### src/rtl/cv32e40s_rf_ecc_scrubber.sv
// Background ECC scrubber for the register file: steals free read-port cycles,
// re-encodes each word's data field and flags check-bit mismatches. Never writes.
module cv32e40s_rf_ecc_scrubber #(
  parameter  int unsigned REGFILE_NUM_WORDS  = 32,
  parameter  int unsigned SCRUB_INTERVAL     = 64,
  parameter  int unsigned ERR_CNT_WIDTH      = 8,
  localparam int unsigned REGFILE_WORD_WIDTH = 38,
  localparam int unsigned AW                 = $clog2(REGFILE_NUM_WORDS)
) (
  input  logic                          clk,
  input  logic                          rst_n,
  input  logic                          enable_i,
  input  logic                          port_free_i,
  output logic                          rvalid_o,
  output logic [AW-1:0]                 raddr_o,
  input  logic [REGFILE_WORD_WIDTH-1:0] rdata_i,
  input  logic [AW-1:0]                 waddr_i,
  input  logic                          we_i,
  output logic                          ecc_err_o,
  output logic [AW-1:0]                 err_addr_o,
  output logic [ERR_CNT_WIDTH-1:0]      err_cnt_o,
  output logic                          sweep_done_o
);

  localparam int unsigned     CW        = $clog2(SCRUB_INTERVAL + 1);
  localparam logic [AW-1:0]   LAST_ADDR = AW'(REGFILE_NUM_WORDS - 1);
  localparam logic [CW-1:0]   CNT_LOAD  = CW'(SCRUB_INTERVAL - 1);

  // Same check-bit equations as the regfile write-path encoder; word = {chk[5:0], data[31:0]}.
  function automatic logic [5:0] rf_ecc_enc(input logic [31:0] d);
    logic [5:0] c;
    c[0] = ^(d & 32'h56AA_AD5B);
    c[1] = ^(d & 32'h9B33_366D);
    c[2] = ^(d & 32'hE3C3_C78E);
    c[3] = ^(d & 32'h03FC_07F0);
    c[4] = ^(d & 32'h03FF_F800);
    c[5] = ^(d & 32'hFC00_0000);
    return c;
  endfunction

  typedef enum logic [1:0] {S_IDLE, S_WAIT, S_READ, S_CHECK} state_e;

  state_e                   state_q, state_d;
  logic [AW-1:0]            addr_q, addr_d;
  logic [CW-1:0]            cnt_q, cnt_d;
  logic [31:0]              data_q, data_d;
  logic [5:0]               chk_q, chk_d;
  logic                     stale_q, stale_d;
  logic [AW-1:0]            err_addr_q, err_addr_d;
  logic [ERR_CNT_WIDTH-1:0] err_cnt_q, err_cnt_d;
  logic                     mismatch;

  assign mismatch   = (rf_ecc_enc(data_q) != chk_q);
  assign err_addr_o = err_addr_q;
  assign err_cnt_o  = err_cnt_q;

  always_ff @(posedge clk or negedge rst_n) begin
    if (!rst_n) begin
      state_q    <= S_IDLE;
      addr_q     <= AW'(1);
      cnt_q      <= '0;
      data_q     <= '0;
      chk_q      <= '0;
      stale_q    <= 1'b0;
      err_addr_q <= '0;
      err_cnt_q  <= '0;
    end else begin
      state_q    <= state_d;
      addr_q     <= addr_d;
      cnt_q      <= cnt_d;
      data_q     <= data_d;
      chk_q      <= chk_d;
      stale_q    <= stale_d;
      err_addr_q <= err_addr_d;
      err_cnt_q  <= err_cnt_d;
    end
  end

  always_comb begin
    state_d      = state_q;
    addr_d       = addr_q;
    cnt_d        = cnt_q;
    data_d       = data_q;
    chk_d        = chk_q;
    stale_d      = stale_q;
    err_addr_d   = err_addr_q;
    err_cnt_d    = err_cnt_q;
    rvalid_o     = 1'b0;
    raddr_o      = '0;
    ecc_err_o    = 1'b0;
    sweep_done_o = 1'b0;
    case (state_q)
      S_IDLE: begin
        if (enable_i) begin
          state_d = S_WAIT;
          cnt_d   = CNT_LOAD;
        end
      end
      S_WAIT: begin
        if (!enable_i)       state_d = S_IDLE;
        else if (cnt_q == '0) state_d = S_READ;
        else                 cnt_d   = cnt_q - CW'(1);
      end
      S_READ: begin
        if (!enable_i) begin
          state_d = S_IDLE;
        end else if (port_free_i) begin
          rvalid_o = 1'b1;
          raddr_o  = addr_q;
          data_d   = rdata_i[31:0];
          chk_d    = rdata_i[37:32];
          // A same-cycle WB write makes the sampled word obsolete.
          stale_d  = we_i && (waddr_i == addr_q);
          state_d  = S_CHECK;
        end
      end
      S_CHECK: begin
        if (mismatch && !stale_q) begin
          ecc_err_o  = 1'b1;
          err_addr_d = addr_q;
          if (err_cnt_q != '1) err_cnt_d = err_cnt_q + ERR_CNT_WIDTH'(1);
        end
        if (addr_q == LAST_ADDR) begin
          addr_d       = AW'(1);
          sweep_done_o = 1'b1;
        end else begin
          addr_d = addr_q + AW'(1);
        end
        if (enable_i) begin
          state_d = S_WAIT;
          cnt_d   = CNT_LOAD;
        end else begin
          state_d = S_IDLE;
        end
      end
      default: state_d = S_IDLE;
    endcase
  end

endmodule

### config.mk
export PLATFORM = sky130hd
export DESIGN_NAME = cv32e40s_rf_ecc_scrubber
export DESIGN_NICKNAME = d
export VERILOG_FILES = /design/src/rtl/cv32e40s_rf_ecc_scrubber.sv
export SDC_FILE = /design/constraint.sdc
export NUM_CORES = 1
export LEC_CHECK = 0
export BUFFER_PORTS_ARGS = -buffer_cell sky130_fd_sc_hd__buf_2
export CAP_MARGIN = 20
export CORE_ASPECT_RATIO = 1.2
export CORE_MARGIN = 3
export CORE_UTILIZATION = 45
export DETAILED_ROUTE_END_ITERATION = 7
export GPL_TIMING_DRIVEN = 1
export PLACE_DENSITY = 0.75
export RECOVER_POWER = 25
export SKIP_LAST_GASP = 1
export SLEW_MARGIN = 20
export SYNTH_ARGS = -nofsm -noshare
export SYNTH_HDL_FRONTEND = slang
export SYNTH_SLANG_ARGS = --single-unit
### constraint.sdc
create_clock -name clk -period 2.65 [get_ports clk]
set_clock_uncertainty 0.1 [all_clocks]
set_input_delay 0 -clock clk [delete_from_list [all_inputs] [get_ports clk]]
set_output_delay 0 -clock clk [all_outputs]
set_load 0.02 [all_outputs]
## Word-level counts from Yosys, hierarchy flattened

Cells that the tools add are included.

- Add/subtract/negate cells: 3
- Equal/unequal tests: 13
- Muxes and demuxes: 22
- Reductions and logical operators: 18

Operator list:

| operator | number |
|---|---|
| 32-bit parity | 6 |
| 7-bit 2-to-1 mux | 3 |
| 5-bit 2-to-1 mux | 4 |
| 7-bit case mux with 2 select lines | 1 |
| 2-bit 2-to-1 mux | 5 |
| 3-bit AND reduction | 3 |
| 8-bit by 1-bit adder with 8-bit output (second input constant) | 1 |
| 1-bit 2-to-1 mux | 8 |
| 8-bit != test (second input constant) | 1 |
| 2-bit case mux with 4 select lines | 1 |
| 7-bit logical NOT | 1 |
| 7-bit by 1-bit subtractor with 7-bit output (second input constant) | 1 |
| 2-bit != test (second input constant) | 3 |
| 3-bit != test (second input constant) | 2 |
| 6-bit != test | 1 |
| 5-bit by 1-bit adder with 5-bit output (second input constant) | 1 |
| 5-bit == test | 1 |
| 5-bit == test (second input constant) | 1 |
| 2-bit == test (second input constant) | 2 |
| 4-bit AND reduction | 1 |
| 2-bit by 1-bit == test with 1-bit output (second input constant) | 1 |
| 1-bit logical AND | 2 |
| 2-bit logical NOT | 1 |
| 2-bit by 1-bit != test with 1-bit output (second input constant) | 1 |
| 4 further kinds | 4 |

- Register bits: 66
- Bits of input ports: 48
- Output and inout bits: 21
- Word-level logic and storage cells: 64

## Longest topological paths before layout

Gate-level depths: netlist of the first run.

- Depth in word-level cells: 5
- Mapped depth: 9
- Mapped depth without buffers: 8

## Least setup slack after synthesis of the first run

Ideal clock, no wire load.

- Kind: reg2reg
- Start point: reg data_q[25]
- End point: reg err_addr_q[0] (netlist: err_addr_o[0])
- Setup time: 0.125 ns
- Arrival: 2.520 ns
- Data required time: 2.425 ns
- Slack: -0.095 ns
- Stages on the path, launching flop included: 9
- Buffers on the path: 1
- Clock period less this slack: 2.745 ns
- Cells stage by stage: dfrtp_1 xnor3_2 xnor3_1 xor3_1 and2_0 mux2i_1 o311a_4 buf_6 mux2_4

- Longest elaborated chain between the ends: 4
- Elaborated cells between the ends (all ways): 8
- Classes of those cells: eq/ne: 1; reduce/logical: 7

RTL lines:

| item | RTL line | source |
|---|---|---|
| start: declaration | 46 | `logic [31:0] data_q, data_d;` |
| start signal: assignment | 71 | `data_q <= data_d;` |
| 32-bit parity, on equally long branches | -- |  |
| 6-bit != test (*) | 53 | `assign mismatch = (rf_ecc_enc(data_q) != chk_q);` |
| 1-bit logical AND (*) | 118 | `if (mismatch && !stale_q) begin` |
| 2-bit AND reduction (no line) (*) | -- |  |
| end signal: assignment | 74 | `err_addr_q <= err_addr_d;` |
| end: declaration | 49 | `logic [AW-1:0] err_addr_q, err_addr_d;` |

Mark *: on every way between the ends. The rest lies on a longest branch, timed or not.
A chain may end at the register's enable or synchronous reset.

## Final worst setup path of the first run

- Start point: reg data_q[15]
- End point: out ecc_err_o

- Longest elaborated chain between the ends: 5
- Elaborated cells between the ends (all ways): 7
- Classes of those cells: eq/ne: 1; mux: 2; reduce/logical: 4

RTL lines:

| item | RTL line | source |
|---|---|---|
| 32-bit parity, on equally long branches | 32, 34, 36 |  |
| 6-bit != test (*) | 53 |  |
| 1-bit logical AND (*) | 118 |  |
| 1-bit 2-to-1 mux (*) | 118 |  |
| 1-bit 2-to-1 mux (*) | 92 | `case (state_q)` |
| end: declaration | 19 | `output logic ecc_err_o,` |

Marks and branches as above.

==> results.sh, run 1 <==
export IMPL_mostFrequentLayoutCell="nand2_1"
export IMPL_r2r_start="data_q[15]"
export IMPL_worstHoldPathCells=6
export IMPL_total_switching_power_w=0.00243
export IMPL_timing_max_cap_violations=1
export IMPL_final_period_utilization_pct=106
export IMPL_critical_path_top_cell_by_count="buf_6"
export IMPL_core_rowCount=35
export IMPL_first_iter_violations=156
export IMPL_critical_path_cell_chain="buf_4, xor2_1, xnor2_1, xnor3_1, xnor2_2, mux2i_1, o311a_4, buf_6, buf_6"
export IMPL_critical_path_arrival_ns=2.71
export IMPL_cts_max_level=3
export IMPL_share_clk_of_total_power_pct=13.0
export IMPL_post_route_min_period_ns=2.81
export IMPL_fin_ws_ns=-0.156
export IMPL_timing_critical_path_fanout_max=5
export IMPL_initial_utilization_pct=46.9
export IMPL_hold_viol=0
export IMPL_flop_to_flop_setup_slack_ns=-0.14
export IMPL_count_of_filler_cells_inserted_in_the_layout=633
export IMPL_worstSetupPathType="flop to primary output"
export IMPL_design_area_um2=4890
export IMPL_fmax_mhz=356
export IMPL_die_w_um=88.0
export IMPL_seq_power_share_pct=27.5
export IMPL_vias_per_cell=4.96
export IMPL_place_detailed_hpwl_mm=5.89
export IMPL_drive_gt1_share_pct=24.0
export IMPL_p_comb_share_pct=59.5
export IMPL_synth_warnings=0
export IMPL_slowest_delay_ns=0.41
export IMPL_min_from="port_free_i"
export IMPL_core_area_um2=7750
export IMPL_p_leak_nw=2.53
export IMPL_unrepaired_setup_endpoints_after_global_routing="true"
export IMPL_wl_per_cell_um=14.2
export IMPL_grt_first_pass_wirelength_mm=14.2
export IMPL_critPathRequiredTime_ns=2.55
export IMPL_clock_path_buffers=2
export IMPL_nNetsFinal=566
export IMPL_gr_usage_all_layers_pct=19.9
export IMPL_worst_path_max_delay_cell="dfrtp_1"
export IMPL_dieArea_um2=9190
export IMPL_post_synth_fa_ha_maj_area_fraction_pct=3.44
export IMPL_largest_net_degree_at_the_start_of_global_routing=39
export IMPL_drt_pre_antenna_iters=4
export IMPL_cts_tree="done"
export IMPL_outcome="finished with violations"
export IMPL_fin_tns_setup_ns=-1.26
export IMPL_placed_cell_area_um2=4180
export IMPL_count_of_vias_placed_by_the_detailed_router=2999
export IMPL_yosys_mux_area_fraction_pct=4.82
export IMPL_layout_common_cells="nand2_1 (126), dfrtp_1 (65), buf_2 (63), dlygate4sd3_1 (43), xnor2_1 (39)"
export IMPL_peakVddDrop_uv=699
export IMPL_seq_area_frac_synth_pct=45.5
export IMPL_gate_count_after_technology_mapping=378
export IMPL_end_kind="primary output"
export IMPL_cts_clk_slew_worst_paths_ns=0.07
export IMPL_tritoncts_num_sinks=66
export IMPL_power_density_nw_per_um2=1310
export IMPL_worstSetupStartpointType="flop"
export IMPL_min_delay_worst_endpoint="state_q[1]"
export IMPL_gp_congestion=0.769
export IMPL_worst_setup_path_startpoint="data_q[15]"
export IMPL_worst_reg2reg_path_endpoint="err_cnt_o[2]"
export IMPL_internal_power_w=0.00400
export IMPL_tightest_slew_ns=1.83
export IMPL_timing_max_transition_violations_final=32
export IMPL_design_portCount=69
export IMPL_syn_cell_area_um2=3630
export IMPL_ff2ff_path_depth=11
export IMPL_place_port_buffers=68
export IMPL_hold_class="input pin to flop"
export IMPL_synth_simple_area_share_pct=20.1
export IMPL_drt_antenna_violating_nets=0
export IMPL_numCtsBuffers=9
export IMPL_failed_checks="capacitance limit, slew limit, setup timing"
export IMPL_global_route_overflow_total=0
export IMPL_grt_pass1_vias=3055
export IMPL_finalWirelength_mm=8.62
export IMPL_combinational_family_with_the_most_area_after_synthesis="simple AND/OR/NAND/NOR gates"
export IMPL_area_growth_synth_to_final_pct=34.6
export IMPL_net_switching_share_of_the_total_power_pct=37.8
export IMPL_synth_fp_nets=436
export IMPL_chipHeight_um=104
export IMPL_drcViolationCount=0
export IMPL_antenna_diode_count=0
export IMPL_root_buffer="clkbuf_8"
export IMPL_synth_distinct_cells=38
export IMPL_synth_xor_area_share_pct=18.4
export IMPL_insertion_delay_ns=0.35
export IMPL_synth_compound_area_share_pct=5.24
export IMPL_finalSetupViolations=13
export IMPL_seq_area_um2=1650
export IMPL_antenna_violations_before_repair=0
export IMPL_synth_seq_cells=66
export IMPL_syn_avg_cell_area_um2=9.61
export IMPL_area_of_the_multi_input_gates_um2=1950
export IMPL_relSlewSlack_pct=-21.7
-- power groups by stage --
stage	clock [W]	combinational [W]	sequential, W
floorplan	0	0.00294	0.00173
global placement	0	0.00349	0.00176
detailed placement	0	0.00366	0.00178
CTS	0.000851	0.00371	0.00178
global route	0.000889	0.00419	0.00183
finish	0.000833	0.00383	0.00177
-- cells in the mapped netlist (all sizes together) --
| master | count | area, µm² |
|---|---|---|
| a21o | 1 | 7.51 |
| a21oi | 10 | 50.1 |
| a2bb2oi | 1 | 8.76 |
| a31oi | 1 | 6.26 |
| a41oi | 1 | 8.76 |
| and2 | 9 | 58.8 |
| and3 | 8 | 50.1 |
| buf | 2 | 15.0 |
| clkbuf | 9 | 33.8 |
| clkinv | 1 | 3.75 |
| dfrtp | 65 | 1630 |
| dfstp | 1 | 26.3 |
| ha | 10 | 125 |
| inv | 10 | 37.5 |
| mux2 | 10 | 135 |
| mux2i | 4 | 40.0 |
| nand2 | 126 | 473 |
| nand2b | 1 | 6.26 |
| nand3 | 10 | 50.1 |
| nand4 | 3 | 18.8 |
| nor2 | 14 | 52.6 |
| nor2b | 1 | 6.26 |
| nor3 | 3 | 15.0 |
| o211ai | 1 | 7.51 |
| o21a | 1 | 7.51 |
| o21ai | 12 | 60.1 |
| o22ai | 2 | 12.5 |
| o311a | 1 | 21.3 |
| xnor2 | 44 | 400 |
| xnor3 | 7 | 159 |
| xor2 | 7 | 61.3 |
| xor3 | 2 | 47.6 |
-- kinds of logic after synthesis --
| family | Yosys count |
|---|---|
| xor+xnor | 60 |
| buf+inv | 22 |
| mux | 14 |
| simple gates | 175 |
| fa+ha+maj | 10 |
| compound gates | 31 |
| flops | 66 |
-- critical path: cells and delay by family (launching register included) --
family,cells,cell delay (ns)
mux,1,0.13
xor+xnor,4,1.00
buf+inv,3,0.40
compound gates,1,0.41
flops,1,0.41
-- timing repair --
action | in CTS | in global routing
setup buffers | 0 | 5
pin swaps | 3 | 9
resized for setup | 2 | 13
endpoints found under the setup margin | 11 | 14
hold buffers | 43 | 0
hold endpoints to repair | 72 | 0
-- per-layer routing --
layer	up-vias	share of wire [%]	GRT usage, %
li1	1477	-	-
met1	1442	41	23.2
met2	66	54	35.8
met3	14	3.3	3.25
met4	0	1.9	7.45
met5	-	0	0
-- how the worst max path moves through the flow --
| stage | endpoint | slack, ns | cells past startpoint |
|---|---|---|---|
| global placement | err_cnt_o[1] | 0.005 | 8 |
| finish | ecc_err_o | -0.16 | 9 |
| detailed placement | err_cnt_o[6] | -0.05 | 8 |
| global route | ecc_err_o | -0.23 | 8 |
| floorplan | err_addr_o[0] | 0.05 | 8 |
| CTS | ecc_err_o | -0.15 | 8 |
-- flip-flops by register name (all words and copies together), names as in the netlist --
name	cells
err_cnt_o	8
addr_q	5
data_q	32
chk_q	6
stale_q	1
cnt_q	7
err_addr_o	5
state_q	2
-- layout make-up --
cell class | instances | share of cell area, %
clock buffers | 9 | 2.53
repair buffers | 130 | 19.2
multi-input cells | 290 | 39.8
clock inverters | 7 | 1.43
flip-flops and latches | 66 | 33.8
well taps | 92 | 2.35
inverters | 11 | 0.844
-- through the flow --
step	total power (W)	worst slack (ns)	hold slack [ns]	std cells	util (%)
finish	0.00643	-0.156	0.103	605	63.1
floorplan	0.00467	0.0483	-0.396	378	-
global route	0.00691	-0.228	0.211	605	63.1
detailed placement	0.00544	-0.0511	0.0226	542	53.9
CTS	0.00634	-0.148	0.0836	601	62.1
global placement	0.00525	0.00492	-0.00652	542	53.9
Note: power is estimated with default switching activity, not from simulation.
==> run 2, diff against run 1 <==
- HOLD_SLACK_MARGIN: default -> 0.05
- SKIP_CTS_REPAIR_TIMING: default -> 1
==> results.sh, run 2 (same netlist as run 1, synthesis figures left out) <==
export IMPL_outcome="finished with violations"
export IMPL_failed_checks="capacitance limit, slew limit, setup timing"
export IMPL_end_kind="primary output"
export IMPL_tritoncts_num_sinks=66
export IMPL_worstSetupPathType="flop to primary output"
export IMPL_die_w_um=88.0
export IMPL_antenna_violations_before_repair=0
export IMPL_chipHeight_um=104
export IMPL_slowest_delay_ns=0.42
export IMPL_vias_per_cell=4.93
export IMPL_regMostFlops="data_q"
export IMPL_insertion_delay_ns=0.35
export IMPL_cts_tree="done"
export IMPL_antenna_diode_count=0
export IMPL_place_detailed_hpwl_mm=5.89
export IMPL_final_period_utilization_pct=106
export IMPL_cts_max_level=3
export IMPL_fmax_mhz=355
export IMPL_core_rowCount=35
export IMPL_timing_max_cap_violations=1
export IMPL_relSlewSlack_pct=-19.9
export IMPL_wl_per_cell_um=14.3
export IMPL_nNetsFinal=566
export IMPL_drt_pre_antenna_iters=7
export IMPL_critical_path_top_cell_by_count="buf_6"
export IMPL_first_iter_violations=105
export IMPL_largest_net_degree_at_the_start_of_global_routing=39
export IMPL_placed_cell_area_um2=4180
export IMPL_worstSetupStartpointType="flop"
export IMPL_cts_clk_slew_worst_paths_ns=0.07
export IMPL_layout_common_cells="nand2_1 (126), dfrtp_1 (65), buf_2 (63), dlygate4sd3_1 (43), xnor2_1 (38)"
export IMPL_worst_path_max_delay_cell="o311a_4"
export IMPL_hold_class="input pin to flop"
export IMPL_place_port_buffers=68
export IMPL_instances_no_fill=605
export IMPL_post_route_min_period_ns=2.81
export IMPL_critPathRequiredTime_ns=2.55
export IMPL_critical_path_top_delay_family="XOR/XNOR gates"
export IMPL_drt_antenna_violating_nets=0
export IMPL_critical_path_n_buffers_inverters=3
export IMPL_numPlacedInstances=542
export IMPL_largest_reg_flops=32
export IMPL_power_density_nw_per_um2=1310
export IMPL_count_of_filler_cells_inserted_in_the_layout=628
export IMPL_design_area_um2=4910
export IMPL_mostFrequentLayoutCell="nand2_1"
export IMPL_area_growth_synth_to_final_pct=35.1
export IMPL_numCtsBuffers=9
export IMPL_count_of_vias_placed_by_the_detailed_router=2982
export IMPL_unrepaired_setup_endpoints_after_global_routing="true"
export IMPL_fin_ws_ns=-0.164
export IMPL_finalSetupViolations=14
export IMPL_initial_utilization_pct=46.9
export IMPL_grt_pass1_vias=2790
export IMPL_dieArea_um2=9190
export IMPL_core_area_um2=7750
export IMPL_p_leak_nw=2.54
export IMPL_critical_path_arrival_ns=2.71
export IMPL_hold_viol=0
export IMPL_finalWirelength_mm=8.64
export IMPL_critical_path_cell_chain="buf_4, xor2_1, xnor2_1, xnor3_1, xnor2_2, mux2i_1, o311a_4, buf_6, buf_6"
export IMPL_root_buffer="clkbuf_8"
export IMPL_gp_congestion=0.769
export IMPL_timing_critical_path_fanout_max=5
export IMPL_gr_usage_all_layers_pct=18.3
export IMPL_global_route_overflow_total=0
export IMPL_drcViolationCount=0
export IMPL_peakVddDrop_uv=703
export IMPL_clock_path_buffers=2
export IMPL_grt_first_pass_wirelength_mm=13.1
export IMPL_timing_max_transition_violations_final=32
export IMPL_post_place_ws_ns=-0.0511
export IMPL_design_portCount=69
export IMPL_drive_gt1_share_pct=24.2
export IMPL_tightest_slew_ns=1.80
[run 2: cell counts in the layout (fill, tap and decap cells not counted)]
No cell type changed its count.
[run 2: metrics by stage]
step | hold WS (ns) | setup TNS (ns) | power, W | utilization [%]
6_report | 0.108 | -1.34 | 0.00644 | 63.3
5_1_grt | 0.211 | -2.38 | 0.00692 | 63.3
4_1_cts | -0.349 | -0.549 | 0.00630 | 56.4
3_5_place_dp | 0.0226 | -0.362 | 0.00544 | 53.9
3_3_place_gp | -0.00652 | 0 | 0.00525 | 53.9
2_1_floorplan | -0.396 | 0 | 0.00467 | -
[run 2: final cells by class]
type | instances | area [µm²] | share of cell area, %
multi-input combinational | 290 | 1960 | 39.9
sequential | 66 | 1650 | 33.7
timing repair buffer | 130 | 947 | 19.3
clock buffer | 9 | 124 | 2.52
tap | 92 | 115 | 2.35
clock inverter | 7 | 70.1 | 1.43
inverter | 11 | 41.3 | 0.842
[run 2: final timing paths]
| kind | start | endpoint | slack, ns | cells past startpoint |
|---|---|---|---|---|
| min in group asynchronous | rst_n | data_q[16] | 0.57 | 2 |
| max in group asynchronous | rst_n | data_q[2] | 0.83 | 2 |
| worst min-delay path | port_free_i | state_q[1] | 0.11 | 6 |
| worst max-delay path | data_q[15] | ecc_err_o | -0.16 | 9 |
| worst max register to register | data_q[15] | err_cnt_o[2] | -0.15 | 11 |
| worst min register to register | chk_q[4] | chk_q[4] | 0.40 | 2 |
[run 2: worst register-to-register path, stage by stage (launching register included)]
cell and delay (ns):
dfrtp_1 0.41, buf_4 0.15, xor2_1 0.24, xnor2_1 0.20, xnor3_1 0.40, xnor2_2 0.16
mux2i_1 0.13, o311a_4 0.42, buf_6 0.14, buf_4 0.13, a21oi_1 0.17, a21oi_2 0.04
[run 2: metal layers]
| layer | up-vias | share of wire [%] | GRT usage (%) |
|---|---|---|---|
| met1 | 1436 | 42 | 22.5 |
| met3 | 15 | 2.6 | 3.80 |
| met4 | 0 | 1.9 | 5.72 |
| met2 | 55 | 54 | 31.5 |
| li1 | 1476 | - | - |
| met5 | - | 0 | 0 |
[run 2: power breakdown]
group | switching [W] | internal [W]
sequential | 0.000387 | 0.00138
combinational | 0.00164 | 0.00219
clock | 0.000399 | 0.000432
==> run 3, diff against run 2 <==
- CORE_UTILIZATION: 45 -> 50
- PLACE_DENSITY: 0.75 -> 0.81
==> results.sh, run 3 (same netlist as run 1, synthesis figures left out) <==
export IMPL_fin_ws_ns=-0.147
export IMPL_tightest_slew_ns=1.43
export IMPL_critical_path_arrival_ns=2.70
export IMPL_regMostFlops="data_q"
export IMPL_tritoncts_num_sinks=66
export IMPL_hold_class="input pin to flop"
export IMPL_vias_per_cell=5.05
export IMPL_placed_cell_area_um2=4150
export IMPL_worstSetupPathType="flop to primary output"
export IMPL_gp_congestion=0.824
export IMPL_r2r_start="data_q[25]"
export IMPL_nNetsFinal=566
export IMPL_end_kind="primary output"
export IMPL_p_leak_nw=2.53
export IMPL_gr_usage_all_layers_pct=20.0
export IMPL_power_total_w=0.00674
export IMPL_place_detailed_hpwl_mm=5.98
export IMPL_drt_antenna_violating_nets=0
export IMPL_worst_path_max_delay_cell="o311a_4"
export IMPL_fmax_mhz=358
export IMPL_initial_utilization_pct=52.4
export IMPL_count_of_vias_placed_by_the_detailed_router=3027
export IMPL_layout_common_cells="nand2_1 (126), dfrtp_1 (65), buf_2 (55), dlygate4sd3_1 (43), xnor2_1 (38)"
export IMPL_design_area_um2=4920
export IMPL_timing_max_transition_violations_final=0
export IMPL_worstSetupStartpointType="flop"
export IMPL_slowest_delay_ns=0.43
export IMPL_drive_gt1_share_pct=21.8
export IMPL_clock_path_buffers=2
export IMPL_antenna_violations_before_repair=0
export IMPL_timing_critical_path_fanout_max=6
export IMPL_seq_area_um2=1650
export IMPL_post_route_min_period_ns=2.80
export IMPL_chipHeight_um=99.4
export IMPL_use_met2_pct=34.9
export IMPL_design_portCount=69
export IMPL_cts_max_level=3
export IMPL_grt_busiest_layer="met2"
export IMPL_cts_tree="done"
export IMPL_critical_path_cell_chain="xnor3_2, xnor3_1, xor3_1, nor2_1, mux2i_1, o311a_4, buf_12, buf_6"
export IMPL_area_of_the_multi_input_gates_um2=1930
export IMPL_worstHoldPathCells=6
export IMPL_numCtsBuffers=9
export IMPL_grtUsageMet3_pct=5.55
export IMPL_global_route_overflow_total=0
export IMPL_flop_to_flop_setup_slack_ns=-0.10
export IMPL_min_from="port_free_i"
export IMPL_failed_checks="setup timing"
export IMPL_root_buffer="clkbuf_8"
export IMPL_finalWirelength_mm=8.70
export IMPL_min_delay_worst_endpoint="state_q[0]"
export IMPL_area_growth_synth_to_final_pct=35.5
export IMPL_ff2ff_path_depth=8
export IMPL_core_area_um2=6940
export IMPL_die_w_um=83.8
export IMPL_largest_reg_flops=32
export IMPL_final_period_utilization_pct=106
export IMPL_place_port_buffers=68
export IMPL_mostFrequentLayoutCell="nand2_1"
export IMPL_grt_pass1_vias=2949
export IMPL_peakVddDrop_uv=1040
export IMPL_unrepaired_setup_endpoints_after_global_routing="true"
export IMPL_worst_reg2reg_path_endpoint="err_cnt_o[6]"
export IMPL_relSlewSlack_pct=4.95
export IMPL_first_iter_violations=88
export IMPL_power_density_nw_per_um2=1370
export IMPL_cts_clk_slew_worst_paths_ns=0.08
export IMPL_finalSetupViolations=11
export IMPL_core_rowCount=33
export IMPL_drt_pre_antenna_iters=4
export IMPL_critPathRequiredTime_ns=2.55
export IMPL_wl_per_cell_um=14.5
export IMPL_largest_net_degree_at_the_start_of_global_routing=39
export IMPL_grt_first_pass_wirelength_mm=13.4
export IMPL_met1_usage_pct=24.3
export IMPL_drcViolationCount=0
export IMPL_insertion_delay_ns=0.35
export IMPL_hold_viol=0
export IMPL_dieArea_um2=8330
export IMPL_count_of_filler_cells_inserted_in_the_layout=535
export IMPL_outcome="finished with violations"
export IMPL_timing_max_cap_violations=0
export IMPL_antenna_diode_count=0
## run 3: changes by cell type in the layout (fill, tap and decap cells not counted), moves of 2 or more
cell and delta:
clkinv_2 -2, bufinv_16 +3, buf_2 -8, buf_4 +2, clkbuf_1 +8, nand3_1 +2
## run 3: per-stage QoR
step           cells  util, %  TNS, ns  hold WS [ns]  setup WS (ns)
2_1_floorplan    378        -        0        -0.396         0.0483
3_3_place_gp     536     59.8  -0.0537       -0.0804        -0.0177
3_5_place_dp     536     59.8   -0.697       -0.0577         -0.104
4_1_cts          552     63.7    -1.12        -0.442         -0.214
5_1_grt          600     71.0    -1.93         0.153         -0.249
6_report         600     71.0   -0.877         0.104         -0.147
## run 3: per-layer routing
layer  routed length (µm)  share of wire [%]
met4                  140                1.6
met2                 4630                 53
met3                  381                4.4
met5                    0                  0
met1                 3550                 41
## run 3: final cells by class
| class | instances | area share [%] |
|---|---|---|
| multi-input combinational | 290 | 39.3 |
| sequential | 66 | 33.6 |
| timing repair buffer | 130 | 18.7 |
| clock inverter | 7 | 2.87 |
| clock buffer | 9 | 2.52 |
| tap | 87 | 2.21 |
| inverter | 11 | 0.839 |
## run 3: worst max-delay path by stage
stage	from	to	slack (ns)
global placement	data_q[6]	err_cnt_o[1]	-0.02
CTS	data_q[29]	ecc_err_o	-0.21
detailed placement	data_q[29]	err_cnt_o[1]	-0.10
floorplan	data_q[6]	err_addr_o[0]	0.05
global route	data_q[25]	ecc_err_o	-0.25
finish	data_q[25]	ecc_err_o	-0.15
## run 3: worst max-delay path, delay by kind of cell, from the launching register on
family / cells / cell delay [ns]
AOI/OAI and AO/OA: 1 / 0.43
xor gates and xnor gates: 3 / 1.03
buffers and inverters: 2 / 0.27
DFF: 1 / 0.42
muxes: 1 / 0.09
and+or+nand+nor: 1 / 0.11
## run 3: power by group
part | switching, W | total (W) | internal [W]
Combinational | 0.00165 | 0.00384 | 0.00219
Clock | 0.000400 | 0.00112 | 0.000720
Sequential | 0.000395 | 0.00178 | 0.00138
Total | 0.00245 | 0.00674 | 0.00429
